$ cat config.mk
export PLATFORM = sky130hd
export DESIGN_NAME = input_conditioner_flat
export DESIGN_NICKNAME = d
export VERILOG_FILES = /design/src/rtl/input_conditioner_if.sv /design/src/rtl/input_conditioner.sv /design/src/flat_wrapper.sv
export SDC_FILE = /design/constraint.sdc
export NUM_CORES = 1
export LEC_CHECK = 0
export ABC_AREA = 1
export BUFFER_PORTS_ARGS = -buffer_cell sky130_fd_sc_hd__buf_2
export CORE_MARGIN = 2
export CORE_UTILIZATION = 55
export CTS_BUF_LIST = sky130_fd_sc_hd__clkbuf_8 sky130_fd_sc_hd__clkbuf_16
export DETAILED_ROUTE_END_ITERATION = 7
export HOLD_SLACK_MARGIN = 0.02
export PLACE_DENSITY = 0.75
export SETUP_SLACK_MARGIN = 0.3
export SYNTH_ARGS = -nofsm -noshare
export SYNTH_HDL_FRONTEND = slang
export SYNTH_SLANG_ARGS = --single-unit
$ cat constraint.sdc
create_clock -name clk -period 1.3 [get_ports clk]
set_input_delay 0 -clock clk [delete_from_list [all_inputs] [get_ports clk]]
set_output_delay 0 -clock clk [all_outputs]
set_load 0.01 [all_outputs]
$ cat src/rtl/input_conditioner_if.sv
// Raw pushbutton/switch inputs and their debounced, pulse-decoded outputs.
interface input_conditioner_if;
    logic [3:0] btn_n;
    logic [2:0] sw_n;
    logic [3:0] btn_level;
    logic [3:0] btn_press;
    logic [3:0] btn_release;
    logic [2:0] ball_angle;
    logic       angle_changed;

    modport master (
        output btn_n, sw_n,
        input  btn_level, btn_press, btn_release, ball_angle, angle_changed
    );

    modport slave (
        input  btn_n, sw_n,
        output btn_level, btn_press, btn_release, ball_angle, angle_changed
    );
endinterface

$ cat src/rtl/input_conditioner.sv
// Seven identical channels (4 paddle buttons, 3 angle switches): 2-flop sync,
// inversion, debounce counter and stable-state register, plus edge pulses.
module input_conditioner #(
    parameter int DEBOUNCE_CYCLES = 65536,
    parameter int CNT_W           = 17
) (
    input logic                 clk,
    input logic                 rst_n,
    input_conditioner_if.slave  bus
);
    localparam int              NCH     = 7;
    localparam logic [CNT_W-1:0] CNT_MAX = CNT_W'(DEBOUNCE_CYCLES - 1);

    logic [NCH-1:0]   raw;
    logic [NCH-1:0]   sync1_q, sync1_d;
    logic [NCH-1:0]   sync2_q, sync2_d;
    logic [NCH-1:0]   synced;
    logic [NCH-1:0]   stable_q, stable_d;
    logic [NCH-1:0]   accept;
    logic [CNT_W-1:0] cnt_q [NCH];
    logic [CNT_W-1:0] cnt_d [NCH];
    logic [3:0]       press_q, press_d;
    logic [3:0]       release_q, release_d;
    logic             chg_q, chg_d;

    assign raw    = {bus.sw_n, bus.btn_n};
    // Inversion sits after the second flop so the synchronizer is a pure flop pair.
    assign synced = ~sync2_q;

    always_comb begin
        sync1_d  = raw;
        sync2_d  = sync1_q;
        stable_d = stable_q;
        accept   = '0;
        for (int i = 0; i < NCH; i++) begin
            cnt_d[i] = cnt_q[i];
            if (synced[i] == stable_q[i]) begin
                cnt_d[i] = '0;
            end else if (cnt_q[i] == CNT_MAX) begin
                stable_d[i] = synced[i];
                cnt_d[i]    = '0;
                accept[i]   = 1'b1;
            end else begin
                cnt_d[i] = cnt_q[i] + CNT_W'(1);
            end
        end
        press_d   = accept[3:0] & synced[3:0];
        release_d = accept[3:0] & ~synced[3:0];
        chg_d     = |accept[6:4];
    end

    always_ff @(posedge clk or negedge rst_n) begin
        if (!rst_n) begin
            sync1_q   <= '1;
            sync2_q   <= '1;
            stable_q  <= '0;
            press_q   <= '0;
            release_q <= '0;
            chg_q     <= 1'b0;
            for (int i = 0; i < NCH; i++) begin
                cnt_q[i] <= '0;
            end
        end else begin
            sync1_q   <= sync1_d;
            sync2_q   <= sync2_d;
            stable_q  <= stable_d;
            press_q   <= press_d;
            release_q <= release_d;
            chg_q     <= chg_d;
            for (int i = 0; i < NCH; i++) begin
                cnt_q[i] <= cnt_d[i];
            end
        end
    end

    assign bus.btn_level     = stable_q[3:0];
    assign bus.ball_angle    = stable_q[6:4];
    assign bus.btn_press     = press_q;
    assign bus.btn_release   = release_q;
    assign bus.angle_changed = chg_q;
endmodule

$ cat src/flat_wrapper.sv
// flat-port wrapper written by rule: the top's interface ports become plain ports
module input_conditioner_flat 
#(
    parameter int DEBOUNCE_CYCLES = 65536,
    parameter int CNT_W           = 17
)
  (clk, rst_n, bus_btn_n, bus_sw_n, bus_btn_level, bus_btn_press, bus_btn_release, bus_ball_angle, bus_angle_changed);
  input_conditioner_if bus_i ();
  input logic clk;
  input logic rst_n;
  input wire logic [$bits(bus_i.btn_n)-1:0] bus_btn_n;
  input wire logic [$bits(bus_i.sw_n)-1:0] bus_sw_n;
  output wire logic [$bits(bus_i.btn_level)-1:0] bus_btn_level;
  output wire logic [$bits(bus_i.btn_press)-1:0] bus_btn_press;
  output wire logic [$bits(bus_i.btn_release)-1:0] bus_btn_release;
  output wire logic [$bits(bus_i.ball_angle)-1:0] bus_ball_angle;
  output wire logic [$bits(bus_i.angle_changed)-1:0] bus_angle_changed;
  assign bus_i.btn_n = bus_btn_n;
  assign bus_i.sw_n = bus_sw_n;
  assign bus_btn_level = bus_i.btn_level;
  assign bus_btn_press = bus_i.btn_press;
  assign bus_btn_release = bus_i.btn_release;
  assign bus_ball_angle = bus_i.ball_angle;
  assign bus_angle_changed = bus_i.angle_changed;
  input_conditioner #(.DEBOUNCE_CYCLES(DEBOUNCE_CYCLES), .CNT_W(CNT_W)) u_core (.clk(clk), .rst_n(rst_n), .bus(bus_i));
endmodule
After elaboration in Yosys (flattened, before gate mapping). Cells that the tools add are included.

Add/sub/neg operators: 7. Equal/unequal tests: 14. Multiplexer cells: 28. Bitwise operators: 11. Reductions and logical operators: 8.

Operators with widths (count): 2-to-1 mux 17 bit (14); adder 17 x 1 -> 17 bit, second input constant (7); equality test 17 x 16 -> 1 bit, second input constant (7); 2-to-1 mux 1 bit (14); AND reduction 2 bit (7); bitwise AND 4 bit (2); equality test 1 bit (7); NOT 1 bit (7); NOT 7 bit (1); NOT 4 bit (1); OR reduction 3 bit (1).

Bits in registers: 149. Bits of input ports: 9. Output and inout bits: 16. Word-level logic and storage cells: 87.

Longest topological paths before layout. Gate-level depths: netlist of run 1.

Depth after elaboration: 4. Mapped depth: 8. Gate-level depth less buffers: 8.

Worst setup path before layout of run 1. No wires, ideal clock.

Path type: flip-flop to flip-flop. Start: register u_core.cnt_q[68] (netlist bit). End: register u_core.cnt_q[77] (netlist bit). Setup time: 122 ps. Arrival: 1194 ps. Required time: 1178 ps. Slack: -16 ps. Cell stages (with the launch flop): 7. Path buffers: 0. Period minus slack after synthesis: 1316 ps. Path through: dfrtp_1 > ha_1 > nand3_1 > nor2_1 > nand3_2 > nand2_2 > nor2_1.

RTL lines: start: declaration (line input_conditioner.sv:20) `logic [CNT_W-1:0] cnt_q [NCH];`; start signal: indexed assignment (line input_conditioner.sv:71) `cnt_q[i] <= cnt_d[i];`.

==> flow_summary.html, run 1 <==
<table>
<tr><th>Metric</th><th>Value</th></tr>
<tr><th colspan="2">Detailed routing</th></tr>
<tr><td>Routed wirelength normalized by instance count</td><td>roughly 18 um</td></tr>
<tr><td>Number of design-rule violations left by the first detailed-router iteration</td><td>823</td></tr>
<tr><td>Detailed Route WL</td><td>between 20000 and 25000 um</td></tr>
<tr><td>Detailed-route DRC error count</td><td>2</td></tr>
<tr><td>Drt pass-1 iters</td><td>8</td></tr>
<tr><td>Average vias per placed instance</td><td>~5.6</td></tr>
<tr><td>Number of vias after detailed routing</td><td>7301</td></tr>
<tr><td>Final antenna-violating net count</td><td>0</td></tr>
<tr><th colspan="2">Timing</th></tr>
<tr><td>Fin crit period</td><td>around 1.5 ns</td></tr>
<tr><td>Final clock period utilization by the worst path</td><td>1.138</td></tr>
<tr><td>Unrepaired setup endpoints after global routing</td><td>true</td></tr>
<tr><td>Worst slew margin</td><td>0.6327</td></tr>
<tr><td>Hold slack final</td><td>a little under 0.09 ns</td></tr>
<tr><td>Final number of max-transition violations</td><td>0</td></tr>
<tr><td>Measured slew at the worst slew-check pin</td><td>0.5510 ns</td></tr>
<tr><td>Highest clock frequency the design can meet</td><td>roughly 680 MHz</td></tr>
<tr><td>Aggregate negative setup slack</td><td>-6.115 ns</td></tr>
<tr><td>Final setup slack of the worst path</td><td>-0.1789 ns</td></tr>
<tr><td>Total count of hold-check failures in the final report</td><td>0</td></tr>
<tr><td>Worst clock skew on the final layout</td><td>around 0.013 ns</td></tr>
<tr><td>Count of endpoints failing setup in the final report</td><td>91</td></tr>
<tr><th colspan="2">Logic synthesis</th></tr>
<tr><td>Most common flop cell mapped by yosys</td><td>dfrtp_1</td></tr>
<tr><td>Ranking of synthesized cells by instance count</td><td>nand2_1 (206), nor2_1 (198), dfrtp_1 (135)</td></tr>
<tr><td>Total of flip-flops plus latches after synthesis</td><td>between 100 and 150</td></tr>
<tr><td>Synthesized netlist cell count</td><td>roughly 900</td></tr>
<tr><td>EDFF count, synth</td><td>0</td></tr>
<tr><td>Syn Nets</td><td>approximately 900</td></tr>
<tr><td>Netlist cell types</td><td>29</td></tr>
<tr><td>Post-synthesis cell area</td><td>around 7400 um^2</td></tr>
<tr><td>Most used standard cell by instance count after synthesis</td><td>nand2_1</td></tr>
<tr><td>Ranking of synthesized cells by area</td><td>dfrtp_1 (46%), nand2_1 (10%), nor2_1 (10%)</td></tr>
<tr><td>Average footprint of a synthesized cell</td><td>8.124 um^2</td></tr>
<tr><td>Part of the Yosys area used for sequential elements</td><td>0.5073</td></tr>
<tr><td>Cell type contributing the most total cell area after synthesis</td><td>dfrtp_1</td></tr>
<tr><td>Asr flop ratio synth</td><td>1.000</td></tr>
<tr><td>YS warnings</td><td>0</td></tr>
<tr><td>Top-area cell type share of the netlist area</td><td>0.4575</td></tr>
<tr><th colspan="2">Floorplan</th></tr>
<tr><td>Y dimension of the die</td><td>around 120 um</td></tr>
<tr><td>Initial core utilization</td><td>0.5599</td></tr>
<tr><td>Area inside the core boundary</td><td>13190 um^2</td></tr>
<tr><td>Rows</td><td>42</td></tr>
<tr><td>Die X-Extent</td><td>119.9 um</td></tr>
<tr><td>I/O pin cnt</td><td>25</td></tr>
<tr><td>Die area</td><td>roughly 14000 um^2</td></tr>
<tr><th colspan="2">Worst setup path</th></tr>
<tr><td>Worst reg2reg path endpoint</td><td>u_core.cnt_q[29]$_DFF_PN0_</td></tr>
<tr><td>Start point of the critical path</td><td>u_core.cnt_q[18]$_DFF_PN0_</td></tr>
<tr><td>Flop-to-flop setup slack</td><td>-0.18 ns</td></tr>
<tr><td>Worst-case reg-to-reg path depth</td><td>6</td></tr>
<tr><td>Endpoint of the most critical setup path</td><td>u_core.cnt_q[29]$_DFF_PN0_</td></tr>
<tr><td>Crit path launch type</td><td>register</td></tr>
<tr><td>Path type of the worst setup path</td><td>reg -&gt; reg</td></tr>
<tr><td>Data required time of the critical path</td><td>between 1.5 and 2 ns</td></tr>
<tr><td>Highest fanout seen on the critical path</td><td>3</td></tr>
<tr><td>Data arrival time at the worst-slack endpoint</td><td>about 1.8 ns</td></tr>
<tr><td>Worst Setup End Kind</td><td>register</td></tr>
<tr><td>Reg-to-reg critical path startpoint</td><td>u_core.cnt_q[18]$_DFF_PN0_</td></tr>
<tr><th colspan="2">Global route</th></tr>
<tr><td>Vias in the first global route</td><td>roughly 6800</td></tr>
<tr><td>GRT Resource Usage Total</td><td>0.2724</td></tr>
<tr><td>Overall overflow remaining after global route</td><td>0</td></tr>
<tr><td>Pin count of the biggest net entering global routing</td><td>slightly above 60</td></tr>
<tr><td>Antenna violations before repair</td><td>0</td></tr>
<tr><td>Wire length of the first global-routing pass</td><td>31230 um</td></tr>
<tr><th colspan="2">Power and ir drop</th></tr>
<tr><td>Total chip power</td><td>10.30 mW</td></tr>
<tr><td>Power density over the cells</td><td>between 900 and 1000 nW/um^2</td></tr>
<tr><td>Peak supply drop</td><td>1.004 mV</td></tr>
<tr><td>Leakage power summed over all cells</td><td>5.081 nW</td></tr>
<tr><th colspan="2">Clocking</th></tr>
<tr><td>CTS buffer count</td><td>17</td></tr>
<tr><td>Number of buffers between clock root and the deepest sink</td><td>2</td></tr>
<tr><td>CTS tree</td><td>done</td></tr>
<tr><td>Number of sinks on the clock net</td><td>149</td></tr>
<tr><td>Worst-path clk slew</td><td>0.07 ns</td></tr>
<tr><td>H-tree level count</td><td>4</td></tr>
<tr><td>Root cell of the clock tree</td><td>clkbuf_16</td></tr>
<tr><td>Worst-Skew Late Latency</td><td>0.45 ns</td></tr>
<tr><th colspan="2">Placement</th></tr>
<tr><td>Pre-CTS worst setup slack</td><td>-0.03682 ns</td></tr>
<tr><td>Half-perimeter wire length after placement</td><td>about 11000 um</td></tr>
<tr><td>RePlAce Congestion</td><td>approximately 0.9</td></tr>
<tr><td>Cell area after placement</td><td>roughly 8700 um^2</td></tr>
<tr><td>Port bufs</td><td>24</td></tr>
<tr><th colspan="2">Run status</th></tr>
<tr><td>Violated checks</td><td>DRC, setup timing</td></tr>
<tr><td>Status</td><td>finished with violations</td></tr>
<tr><th colspan="2">Finish</th></tr>
<tr><td>Final #Nets</td><td>around 1100</td></tr>
<tr><td>Area growth from synthesis to final layout</td><td>50.42%</td></tr>
<tr><td>Fraction of final layout cells with drive strength greater than 1</td><td>0.4461</td></tr>
<tr><td>Design Area, Final</td><td>~11000 um^2</td></tr>
<tr><td>Diode count</td><td>0</td></tr>
<tr><th colspan="2">Worst hold path</th></tr>
<tr><td>Tightest Hold Check Type</td><td>in -&gt; async</td></tr>
<tr><th colspan="2">Flow run</th></tr>
<tr><td>Maxcap violations</td><td>0</td></tr>
</table>
stage by stage:
stage / utilization / instances
3_3_place_gp: 0.6568 / 1189
4_1_cts: 0.7812 / 1266
5_1_grt: 0.8422 / 1299
6_report: 0.8422 / 1299
2_1_floorplan: - / 909
3_5_place_dp: 0.6568 / 1189
what timing repair did:
item / CTS / global route
resized for setup: 163 / 156
buffers inserted: 31 / 32
cloned: 6 / 1
endpoints found under the hold margin: 156 / 0
hold buffers: 8 / 0
pin swaps: 65 / 68
setup endpoints to repair: 142 / 142
worst min-delay path by stage:
| stage | slack, ns | depth (start not counted) | start | to |
|---|---|---|---|---|
| global placement | -0.0005 | 2 | rst_n | u_core.cnt_q[26]$_DFF_PN0_ |
| floorplan | -0.30 | 0 | rst_n | u_core.bus.angle_changed$_DFF_PN0_ |
| global route | 0.16 | 3 | rst_n | u_core.cnt_q[21]$_DFF_PN0_ |
| finish | 0.09 | 3 | rst_n | u_core.cnt_q[21]$_DFF_PN0_ |
| detailed placement | 0.003 | 2 | rst_n | u_core.cnt_q[26]$_DFF_PN0_ |
| CTS | 0.12 | 3 | rst_n | u_core.cnt_q[26]$_DFF_PN0_ |
cell type report:
cell class / count / area, um^2
Multi-Input combinational cell: 649 / 4627
Sequential cell: 149 / 3771
Fill cell: 625 / 2082
Timing Repair Buffer: 177 / 1465
Inverter: 116 / 465.4
Clock buffer: 17 / 425.4
Tap cell: 176 / 220.2
Clock inverter: 15 / 133.9
metal layers:
metal,GRT usage,wire [um]
met5,0,0
met1,0.3337,8997
met4,0.1074,1039
met3,0.06131,1494
met2,0.4686,12220
power by group:
group	leakage, nW	internal, mW	switching (mW)
sequential	1.98	4.73	0.102
combinational	2.83	0.284	0.408
clock	0.269	2.64	2.14
total	5.08	7.65	2.65
cells by family (layout without fill, tap and decap cells):
group / after synthesis / after routing / synth area share
xor gates and xnor gates: 56 / 56 / 0.06642
and+or+nand+nor: 545 / 552 / 0.3238
DFF: 149 / 149 / 0.5073
buffers and inverters: 118 / 325 / 0.06201
adders and majority gates: 7 / 7 / 0.01186
AOI/OAI and AO/OA: 34 / 34 / 0.02863
registers in the layout (all words and copies together), names as in the netlist:
signal	count
u_core.sync1_q	7
u_core.cnt_q	119
u_core.sync2_q	7
u_core.bus.btn_release	4
u_core.stable_q	7
u_core.bus.btn_press	4
u_core.bus.angle_changed	1
cells in the final DEF (no fill, tap or decap), types with 18 or more instances in the layout:
| cell | n |
|---|---|
| xor2_1 | 37 |
| buf_6 | 33 |
| nand2_1 | 164 |
| nand3_2 | 26 |
| nor2_4 | 48 |
| buf_4 | 115 |
| buf_2 | 18 |
| nor2_2 | 46 |
| dfrtp_1 | 115 |
| nand3_1 | 38 |
| nand2_4 | 22 |
| nor2_1 | 117 |
| dfrtp_2 | 20 |
| nand2_2 | 29 |
| inv_1 | 92 |
critical path, cell delays in order (launching register included):
cell     delay [ns]
dfrtp_1        0.44
ha_4           0.19
nand3_4        0.11
inv_4          0.09
nand3_2        0.10
xor2_2         0.28
nor2_1         0.11
No activity file was read; power rests on OpenSTA's default activity.
==> inputs of run 2 (changes only) <==
--- a/config.mk
+++ b/config.mk
@@ -7,6 +7,7 @@
 export LEC_CHECK = 0
 export ABC_AREA = 1
 export BUFFER_PORTS_ARGS = -buffer_cell sky130_fd_sc_hd__buf_2
+export CORE_ASPECT_RATIO = 1.2
 export CORE_MARGIN = 2
 export CORE_UTILIZATION = 55
 export CTS_BUF_LIST = sky130_fd_sc_hd__clkbuf_8 sky130_fd_sc_hd__clkbuf_16
==> run 2 against run 1 <==
  * The flow finishes with violations (setup timing)
  * Critical path depth is 2 higher
  * Clock power barely moved
  * Clock skew decreased by 0.0049 ns
  * Total power up 0.41%
  * Worst hold slack improved by 0.022 ns
  * Sequential power hardly changed
  * Utilization increased by 3.0 points
  * Register-to-register slack got worse by 0.07 ns
  * Final cell count rose by 1.3%
  * Clock-buffer cell count increased by 4
  * Die area about the same
  * Routed wire length increased by 7.0%
==> flow_summary.html, run 2 (synthesized netlist as in run 1, its figures left out) <==
<table>
<tr><th>Metric</th><th>Value</th></tr>
<tr><th colspan="2">Run status</th></tr>
<tr><td>Status</td><td>finished with violations</td></tr>
<tr><td>Violated checks</td><td>setup timing</td></tr>
<tr><th colspan="2">Worst setup path</th></tr>
<tr><td>Reg-to-reg critical path startpoint</td><td>u_core.cnt_q[1]$_DFF_PN0_</td></tr>
<tr><td>Flop-to-flop setup slack</td><td>-0.25 ns (-0.07 ns)</td></tr>
<tr><td>Crit path launch type</td><td>register</td></tr>
<tr><td>Start point of the critical path</td><td>u_core.cnt_q[1]$_DFF_PN0_</td></tr>
<tr><td>Data arrival time at the worst-slack endpoint</td><td>1.90 ns (+0.11 ns)</td></tr>
<tr><td>Worst reg2reg path endpoint</td><td>u_core.cnt_q[10]$_DFF_PN0_</td></tr>
<tr><td>Worst Setup End Kind</td><td>register</td></tr>
<tr><td>Data required time of the critical path</td><td>1.66 ns (+0.04 ns)</td></tr>
<tr><td>Highest fanout seen on the critical path</td><td>3 (unchanged)</td></tr>
<tr><td>Worst-case reg-to-reg path depth</td><td>8 (+2)</td></tr>
<tr><td>Path type of the worst setup path</td><td>reg -&gt; reg</td></tr>
<tr><th colspan="2">Finish</th></tr>
<tr><td>Fill cells</td><td>582 (-6.9%)</td></tr>
<tr><td>Flip-flop count of the largest register after layout</td><td>119 (unchanged)</td></tr>
<tr><td>Most used cells in the layout excluding fill and tap cells</td><td>nand2_1 (157), buf_4 (128), dfrtp_1 (114), nor2_1 (113), inv_1 (92)</td></tr>
<tr><td>Design Area, Final</td><td>11490 um^2 (+3.5%)</td></tr>
<tr><td>Final #Nets</td><td>1151 (+2.2%)</td></tr>
<tr><td>Commonest non-fill, non-tap cell in the layout</td><td>nand2_1</td></tr>
<tr><td>Sequential cell area</td><td>3772 um^2 (about the same)</td></tr>
<tr><td>Diode count</td><td>0 (unchanged)</td></tr>
<tr><td>Area growth from synthesis to final layout</td><td>55.64%</td></tr>
<tr><td>Fraction of final layout cells with drive strength greater than 1</td><td>0.4774 (+0.03123)</td></tr>
<tr><td>Post-layout util</td><td>0.8720 (+0.02988)</td></tr>
<tr><td>Largest register by flop count</td><td>u_core.cnt_q</td></tr>
<tr><td>Total area of multi-input combinational cells</td><td>4762 um^2 (+2.9%)</td></tr>
<tr><th colspan="2">Timing</th></tr>
<tr><td>Unrepaired setup endpoints after global routing</td><td>true</td></tr>
<tr><td>Count of endpoints failing setup in the final report</td><td>86 (-5.5%)</td></tr>
<tr><td>Total count of hold-check failures in the final report</td><td>0 (unchanged)</td></tr>
<tr><td>Worst clock skew on the final layout</td><td>0.008238 ns (-0.004880 ns)</td></tr>
<tr><td>Measured slew at the worst slew-check pin</td><td>0.5487 ns (-0.002295 ns)</td></tr>
<tr><td>Final clock period utilization by the worst path</td><td>1.189 (+0.05184)</td></tr>
<tr><td>Fin crit period</td><td>1.546 ns (+0.06739 ns)</td></tr>
<tr><td>Highest clock frequency the design can meet</td><td>646.7 MHz (-4.4%)</td></tr>
<tr><td>Worst slew margin</td><td>0.6342 (+0.001530)</td></tr>
<tr><td>Final number of max-transition violations</td><td>0 (unchanged)</td></tr>
<tr><td>Hold slack final</td><td>0.1101 ns (+0.02172 ns)</td></tr>
<tr><td>Final setup slack of the worst path</td><td>-0.2463 ns (-0.06739 ns)</td></tr>
<tr><th colspan="2">Placement</th></tr>
<tr><td>Half-perimeter wire length after placement</td><td>10440 um (-2.4%)</td></tr>
<tr><td>Port bufs</td><td>24 (unchanged)</td></tr>
<tr><td>Pre-CTS worst setup slack</td><td>-0.06085 ns (-0.02403 ns)</td></tr>
<tr><td>RePlAce Congestion</td><td>0.8724 (-2.0%)</td></tr>
<tr><td>Cell area after placement</td><td>8578 um^2 (-0.98%)</td></tr>
<tr><th colspan="2">Power and ir drop</th></tr>
<tr><td>Switching power of the nets</td><td>2.502 mW (-5.5%)</td></tr>
<tr><td>Leakage power summed over all cells</td><td>5.266 nW (+3.6%)</td></tr>
<tr><td>Peak supply drop</td><td>0.9376 mV (-6.6%)</td></tr>
<tr><td>Sw Share</td><td>0.2419 (-0.01516)</td></tr>
<tr><td>Power density over the cells</td><td>899.8 nW/um^2 (-3.0%)</td></tr>
<tr><td>Comb power frac</td><td>0.070 (+0.003)</td></tr>
<tr><td>Proportion of power drawn by flip-flops and latches</td><td>0.469 (about the same)</td></tr>
<tr><td>Internal power</td><td>7.840 mW (+2.5%)</td></tr>
<tr><td>Clk pwr share</td><td>0.461 (-0.003)</td></tr>
<tr><th colspan="2">Clocking</th></tr>
<tr><td>CTS tree</td><td>done</td></tr>
<tr><td>CTS buffer count</td><td>17 (unchanged)</td></tr>
<tr><td>Worst-path clk slew</td><td>0.06 ns (about the same)</td></tr>
<tr><td>H-tree level count</td><td>4 (unchanged)</td></tr>
<tr><td>Number of sinks on the clock net</td><td>149 (unchanged)</td></tr>
<tr><td>Root cell of the clock tree</td><td>clkbuf_16</td></tr>
<tr><td>Number of buffers between clock root and the deepest sink</td><td>2 (unchanged)</td></tr>
<tr><td>Worst-Skew Late Latency</td><td>0.44 ns (about the same)</td></tr>
<tr><th colspan="2">Floorplan</th></tr>
<tr><td>Die area</td><td>14370 um^2 (about the same)</td></tr>
<tr><td>Initial core utilization</td><td>0.5603 (about the same)</td></tr>
<tr><td>I/O pin cnt</td><td>25 (unchanged)</td></tr>
<tr><td>Y dimension of the die</td><td>130.9 um (+9.2%)</td></tr>
<tr><td>Area inside the core boundary</td><td>13180 um^2 (about the same)</td></tr>
<tr><td>Die X-Extent</td><td>109.8 um (-8.4%)</td></tr>
<tr><td>Rows</td><td>46 (+9.5%)</td></tr>
<tr><th colspan="2">Global route</th></tr>
<tr><td>Antenna violations before repair</td><td>0 (unchanged)</td></tr>
<tr><td>Overall overflow remaining after global route</td><td>0 (unchanged)</td></tr>
<tr><td>Vias in the first global route</td><td>7052 (+4.5%)</td></tr>
<tr><td>GRT Resource Usage Total</td><td>0.2924 (+0.02001)</td></tr>
<tr><td>Pin count of the biggest net entering global routing</td><td>95 (+56%)</td></tr>
<tr><td>Wire length of the first global-routing pass</td><td>32510 um (+4.1%)</td></tr>
<tr><th colspan="2">Detailed routing</th></tr>
<tr><td>Number of vias after detailed routing</td><td>7502 (+2.8%)</td></tr>
<tr><td>Number of design-rule violations left by the first detailed-router iteration</td><td>630 (-23%)</td></tr>
<tr><td>Detailed-route DRC error count</td><td>0 (-2)</td></tr>
<tr><td>Routed wirelength normalized by instance count</td><td>19.31 um (+5.6%)</td></tr>
<tr><td>Detailed Route WL</td><td>25410 um (+7.0%)</td></tr>
<tr><td>Average vias per placed instance</td><td>5.701 (+1.4%)</td></tr>
<tr><td>Drt pass-1 iters</td><td>5 (-3)</td></tr>
<tr><td>Final antenna-violating net count</td><td>0 (unchanged)</td></tr>
<tr><th colspan="2">Worst hold path</th></tr>
<tr><td>Tightest Hold Check Type</td><td>in -&gt; async</td></tr>
<tr><th colspan="2">Flow run</th></tr>
<tr><td>Maxcap violations</td><td>0 (unchanged)</td></tr>
</table>
## run 2: cell count changes in the layout (fill, tap and decap cells not counted), moves of 5 or more
cell      previous run  this run
buf_4              115       128
inv_6                5         0
clkinv_4             6         1
nand2_2             29        35
nand2_1            164       157
buf_6               33        45
nor2_2              46        52
## run 2: final cells by class
type | instances | area share
multi-input combinational | 649 | 0.4143
clock inverter | 11 | 0.007403
tap | 168 | 0.01829
inverter | 116 | 0.04093
clock buffer | 21 | 0.04180
sequential | 149 | 0.3282
timing repair buffer | 202 | 0.1490
## run 2: repair_timing
action / in CTS / in global routing
gates cloned: 5 / 2
hold endpoints to repair: 156 / 0
endpoints found under the setup margin: 140 / 142
pin swaps: 71 / 87
hold buffers: 8 / 0
buffers inserted: 40 / 58
gates resized for setup: 180 / 183
## run 2: worst max-delay path by stage
stage	to	slack, ns	cells after the start
after CTS	u_core.cnt_q[86]$_DFF_PN0_	-0.01	6
after global placement	u_core.cnt_q[88]$_DFF_PN0_	-0.003	6
after global routing	u_core.cnt_q[10]$_DFF_PN0_	-0.27	8
after detailed placement	u_core.cnt_q[12]$_DFF_PN0_	-0.06	6
after floorplan	u_core.cnt_q[27]$_DFF_PN0_	0.08	7
final	u_core.cnt_q[10]$_DFF_PN0_	-0.25	8
## run 2: stage by stage
stage,TNS (ns),cells,power [mW]
final,-7.471,1316,10.34
after CTS,-0.09137,1256,10.11
after detailed placement,-1.107,1171,5.250
after global routing,-13.26,1316,10.60
after global placement,-0.01619,1171,5.236
after floorplan,0,909,5.054
## run 2: per-layer routing
metal,GRT usage,part of all wire
met5,0,0
met4,0.1258,0.060
met3,0.06349,0.053
met2,0.5280,0.53
met1,0.3310,0.36
## run 2: critical path, stage by stage (launching register included)
cell and delay [ns]:
dfrtp_1 0.41, ha_4 0.19, nand3_4 0.09, buf_6 0.14, inv_4 0.06, nand2_4 0.07
o21bai_1 0.23, nand2_1 0.14, nor2_1 0.12
## run 2: power groups by stage
stage / logic, mW / clock network (mW) / registers, mW
2_1_floorplan: 0.185 / 0 / 4.87
3_3_place_gp: 0.364 / 0 / 4.87
3_5_place_dp: 0.374 / 0 / 4.88
4_1_cts: 0.555 / 4.73 / 4.82
5_1_grt: 0.777 / 4.98 / 4.85
6_report: 0.724 / 4.77 / 4.85
==> inputs of run 3 (changes only) <==
==> constraint.sdc (replaced) <==
create_clock -name clk -period 1.3 [get_ports clk]
set_input_delay 0 -clock clk [delete_from_list [all_inputs] [get_ports clk]]
set_output_delay 0 -clock clk [all_outputs]
set_load 0.05 [all_outputs]
==> run 3 against run 2 <==
  * The flow still finishes with violations (setup timing)
  * Register-to-register slack better by 0.11 ns
  * Utilization down 2.3 points
  * Worst hold slack worse by 0.038 ns
  * Via count down 1.3%
  * Critical path depth is 1 lower
  * First-iteration DRC count grew 28%
  * Clock skew up 0.0040 ns
  * Critical path type unchanged
  * Highest routed layer unchanged
==> flow_summary.html, run 3 (synthesized netlist as in run 1, its figures left out) <==
<table>
<tr><th>Metric</th><th>Value</th></tr>
<tr><th colspan="2">Run status</th></tr>
<tr><td>Status</td><td>finished with violations</td></tr>
<tr><td>Violated checks</td><td>setup timing</td></tr>
<tr><th colspan="2">Detailed routing</th></tr>
<tr><td>Routed wirelength normalized by instance count</td><td>18.76 um (-2.8%)</td></tr>
<tr><td>Final antenna-violating net count</td><td>0 (unchanged)</td></tr>
<tr><td>Detailed Route WL</td><td>24280 um (-4.4%)</td></tr>
<tr><td>Drt pass-1 iters</td><td>6 (+1)</td></tr>
<tr><td>Number of vias after detailed routing</td><td>7403 (-1.3%)</td></tr>
<tr><td>Number of design-rule violations left by the first detailed-router iteration</td><td>809 (+28%)</td></tr>
<tr><td>Detailed-route DRC error count</td><td>0 (unchanged)</td></tr>
<tr><td>Average vias per placed instance</td><td>5.721 (+0.36%)</td></tr>
<tr><th colspan="2">Worst hold path</th></tr>
<tr><td>Tightest Hold Check Type</td><td>in -&gt; async</td></tr>
<tr><th colspan="2">Global route</th></tr>
<tr><td>Antenna violations before repair</td><td>0 (unchanged)</td></tr>
<tr><td>GRT Resource Usage Total</td><td>0.2759 (-0.01648)</td></tr>
<tr><td>Wire length of the first global-routing pass</td><td>30720 um (-5.5%)</td></tr>
<tr><td>Overall overflow remaining after global route</td><td>0 (unchanged)</td></tr>
<tr><td>Vias in the first global route</td><td>6649 (-5.7%)</td></tr>
<tr><td>Pin count of the biggest net entering global routing</td><td>43 (-55%)</td></tr>
<tr><th colspan="2">Finish</th></tr>
<tr><td>Most used cells in the layout excluding fill and tap cells</td><td>nand2_1 (164), buf_4 (123), dfrtp_1 (112), nor2_1 (106), inv_1 (96)</td></tr>
<tr><td>Fraction of final layout cells with drive strength greater than 1</td><td>0.4476 (-0.02975)</td></tr>
<tr><td>Area growth from synthesis to final layout</td><td>51.54%</td></tr>
<tr><td>Commonest non-fill, non-tap cell in the layout</td><td>nand2_1</td></tr>
<tr><td>Final #Nets</td><td>1129 (-1.9%)</td></tr>
<tr><td>Post-layout util</td><td>0.8491 (-0.02297)</td></tr>
<tr><td>Largest register by flop count</td><td>u_core.cnt_q</td></tr>
<tr><td>Diode count</td><td>0 (unchanged)</td></tr>
<tr><td>Flip-flop count of the largest register after layout</td><td>119 (unchanged)</td></tr>
<tr><td>Final std cells w/o fill</td><td>1294 (-1.7%)</td></tr>
<tr><td>Design Area, Final</td><td>11190 um^2 (-2.6%)</td></tr>
<tr><th colspan="2">Clocking</th></tr>
<tr><td>Number of buffers between clock root and the deepest sink</td><td>2 (unchanged)</td></tr>
<tr><td>H-tree level count</td><td>4 (unchanged)</td></tr>
<tr><td>Worst-path clk slew</td><td>0.06 ns (about the same)</td></tr>
<tr><td>CTS buffer count</td><td>17 (unchanged)</td></tr>
<tr><td>Root cell of the clock tree</td><td>clkbuf_16</td></tr>
<tr><td>CTS tree</td><td>done</td></tr>
<tr><td>Number of sinks on the clock net</td><td>149 (unchanged)</td></tr>
<tr><td>Worst-Skew Late Latency</td><td>0.44 ns (about the same)</td></tr>
<tr><th colspan="2">Placement</th></tr>
<tr><td>Cell area after placement</td><td>8642 um^2 (+0.74%)</td></tr>
<tr><td>RePlAce Congestion</td><td>0.8436 (-3.3%)</td></tr>
<tr><td>Pre-CTS worst setup slack</td><td>-0.06053 ns (+0.0003204 ns)</td></tr>
<tr><td>Port bufs</td><td>24 (unchanged)</td></tr>
<tr><td>Half-perimeter wire length after placement</td><td>10610 um (+1.6%)</td></tr>
<tr><td>Cell count after placement</td><td>1176 (+0.43%)</td></tr>
<tr><th colspan="2">Power and ir drop</th></tr>
<tr><td>Peak supply drop</td><td>1.006 mV (+7.3%)</td></tr>
<tr><td>Power density over the cells</td><td>933.0 nW/um^2 (+3.7%)</td></tr>
<tr><td>Total chip power</td><td>10.44 mW (+0.96%)</td></tr>
<tr><td>Leakage power summed over all cells</td><td>5.108 nW (-3.0%)</td></tr>
<tr><th colspan="2">Timing</th></tr>
<tr><td>Hold slack final</td><td>0.07195 ns (-0.03818 ns)</td></tr>
<tr><td>Highest clock frequency the design can meet</td><td>694.5 MHz (+7.4%)</td></tr>
<tr><td>Worst clock skew on the final layout</td><td>0.01228 ns (+0.004038 ns)</td></tr>
<tr><td>Total count of hold-check failures in the final report</td><td>0 (unchanged)</td></tr>
<tr><td>Unrepaired setup endpoints after global routing</td><td>true</td></tr>
<tr><td>Aggregate negative setup slack</td><td>-4.734 ns (+2.737 ns)</td></tr>
<tr><td>Fin crit period</td><td>1.440 ns (-0.1065 ns)</td></tr>
<tr><td>Final number of max-transition violations</td><td>0 (unchanged)</td></tr>
<tr><td>Final setup slack of the worst path</td><td>-0.1398 ns (+0.1065 ns)</td></tr>
<tr><td>Worst slew margin</td><td>0.6926 (+0.05840)</td></tr>
<tr><td>Count of endpoints failing setup in the final report</td><td>89 (+3.5%)</td></tr>
<tr><td>Final clock period utilization by the worst path</td><td>1.108 (-0.08192)</td></tr>
<tr><td>Measured slew at the worst slew-check pin</td><td>0.4611 ns (-0.08760 ns)</td></tr>
<tr><th colspan="2">Floorplan</th></tr>
<tr><td>Initial core utilization</td><td>0.5603 (unchanged)</td></tr>
<tr><td>I/O pin cnt</td><td>25 (unchanged)</td></tr>
<tr><td>Rows</td><td>46 (unchanged)</td></tr>
<tr><td>Die area</td><td>14370 um^2 (unchanged)</td></tr>
<tr><td>Y dimension of the die</td><td>130.9 um (unchanged)</td></tr>
<tr><td>Area inside the core boundary</td><td>13180 um^2 (unchanged)</td></tr>
<tr><td>Die X-Extent</td><td>109.8 um (unchanged)</td></tr>
<tr><th colspan="2">Worst setup path</th></tr>
<tr><td>Worst Setup End Kind</td><td>register</td></tr>
<tr><td>Cell with the most instances on the worst path</td><td>nor2_1</td></tr>
<tr><td>List of cells traversed by the critical path</td><td>nand2_1 &gt; nor2_1 &gt; inv_1 &gt; nor2_1 &gt; nand3_1 &gt; nand2_1 &gt; nor2_1</td></tr>
<tr><td>Path type of the worst setup path</td><td>reg -&gt; reg</td></tr>
<tr><td>Peak per-stage delay on the critical path</td><td>0.43 ns (+0.02 ns)</td></tr>
<tr><td>Data required time of the critical path</td><td>1.63 ns (-0.03 ns)</td></tr>
<tr><td>Crit path launch type</td><td>register</td></tr>
<tr><td>Crit path buf inv count</td><td>1 (-1)</td></tr>
<tr><td>Highest fanout seen on the critical path</td><td>3 (unchanged)</td></tr>
<tr><td>Data arrival time at the worst-slack endpoint</td><td>1.77 ns (-0.13 ns)</td></tr>
<tr><td>Worst path top cell family by delay</td><td>simple AND/OR/NAND/NOR gates</td></tr>
<tr><td>Slowest cell on the critical path</td><td>dfrtp_1</td></tr>
<tr><th colspan="2">Flow run</th></tr>
<tr><td>Maxcap violations</td><td>0 (unchanged)</td></tr>
</table>
-- run 3: cell count changes in the layout (fill, tap and decap cells not counted), sizes merged --
cell / change
buf: -21
bufinv: +1
clkbuf: -1
clkinv: +2
clkinvlp: -3
inv: +1
nand2: -1
-- run 3: final timing paths --
path / from / slack, ns / cells after the start / end
worst max register to register: u_core.cnt_q[58]$_DFF_PN0_ / -0.14 / 7 / u_core.cnt_q[66]$_DFF_PN0_
worst max-delay path: u_core.cnt_q[58]$_DFF_PN0_ / -0.14 / 7 / u_core.cnt_q[66]$_DFF_PN0_
min in group clk: bus_btn_n[0] / 0.21 / 2 / u_core.sync1_q[0]$_DFF_PN1_
worst min-delay path: rst_n / 0.07 / 2 / u_core.cnt_q[14]$_DFF_PN0_
max in group asynchronous: rst_n / 0.64 / 3 / u_core.sync1_q[0]$_DFF_PN1_
worst min register to register: u_core.sync1_q[6]$_DFF_PN1_ / 0.36 / 0 / u_core.sync2_q[6]$_DFF_PN1_
-- run 3: layout make-up --
class,instances,area (um^2)
Clock buffer,20,466.7
Clock inverter,12,113.9
Fill cell,579,1989
Inverter,116,467.9
Multi-Input combinational cell,648,4546
Sequential cell,149,3775
Tap cell,168,210.2
Timing Repair Buffer,181,1612
-- run 3: what timing repair did --
action | CTS | global route
endpoints found under the hold margin | 146 | 0
gates cloned | 6 | 0
hold buffers | 8 | 0
buffers inserted | 26 | 46
gates resized for setup | 187 | 150
setup endpoints to repair | 151 | 147
pin swaps | 61 | 73
-- run 3: metal layers --
| metal | track usage | vias up | wire (um) |
|---|---|---|---|
| li1 | - | 3250 | - |
| met3 | 0.05506 | 140 | 1415 |
| met2 | 0.4851 | 398 | 12660 |
| met5 | 0 | - | 0 |
| met1 | 0.3276 | 3615 | 8885 |
| met4 | 0.1176 | 0 | 1325 |
-- run 3: power by group --
group	total (mW)	switching [mW]	internal, mW
combinational	0.698	0.405	0.293
sequential	4.84	0.107	4.73
clock	4.90	1.96	2.94
total	10.4	2.47	7.97
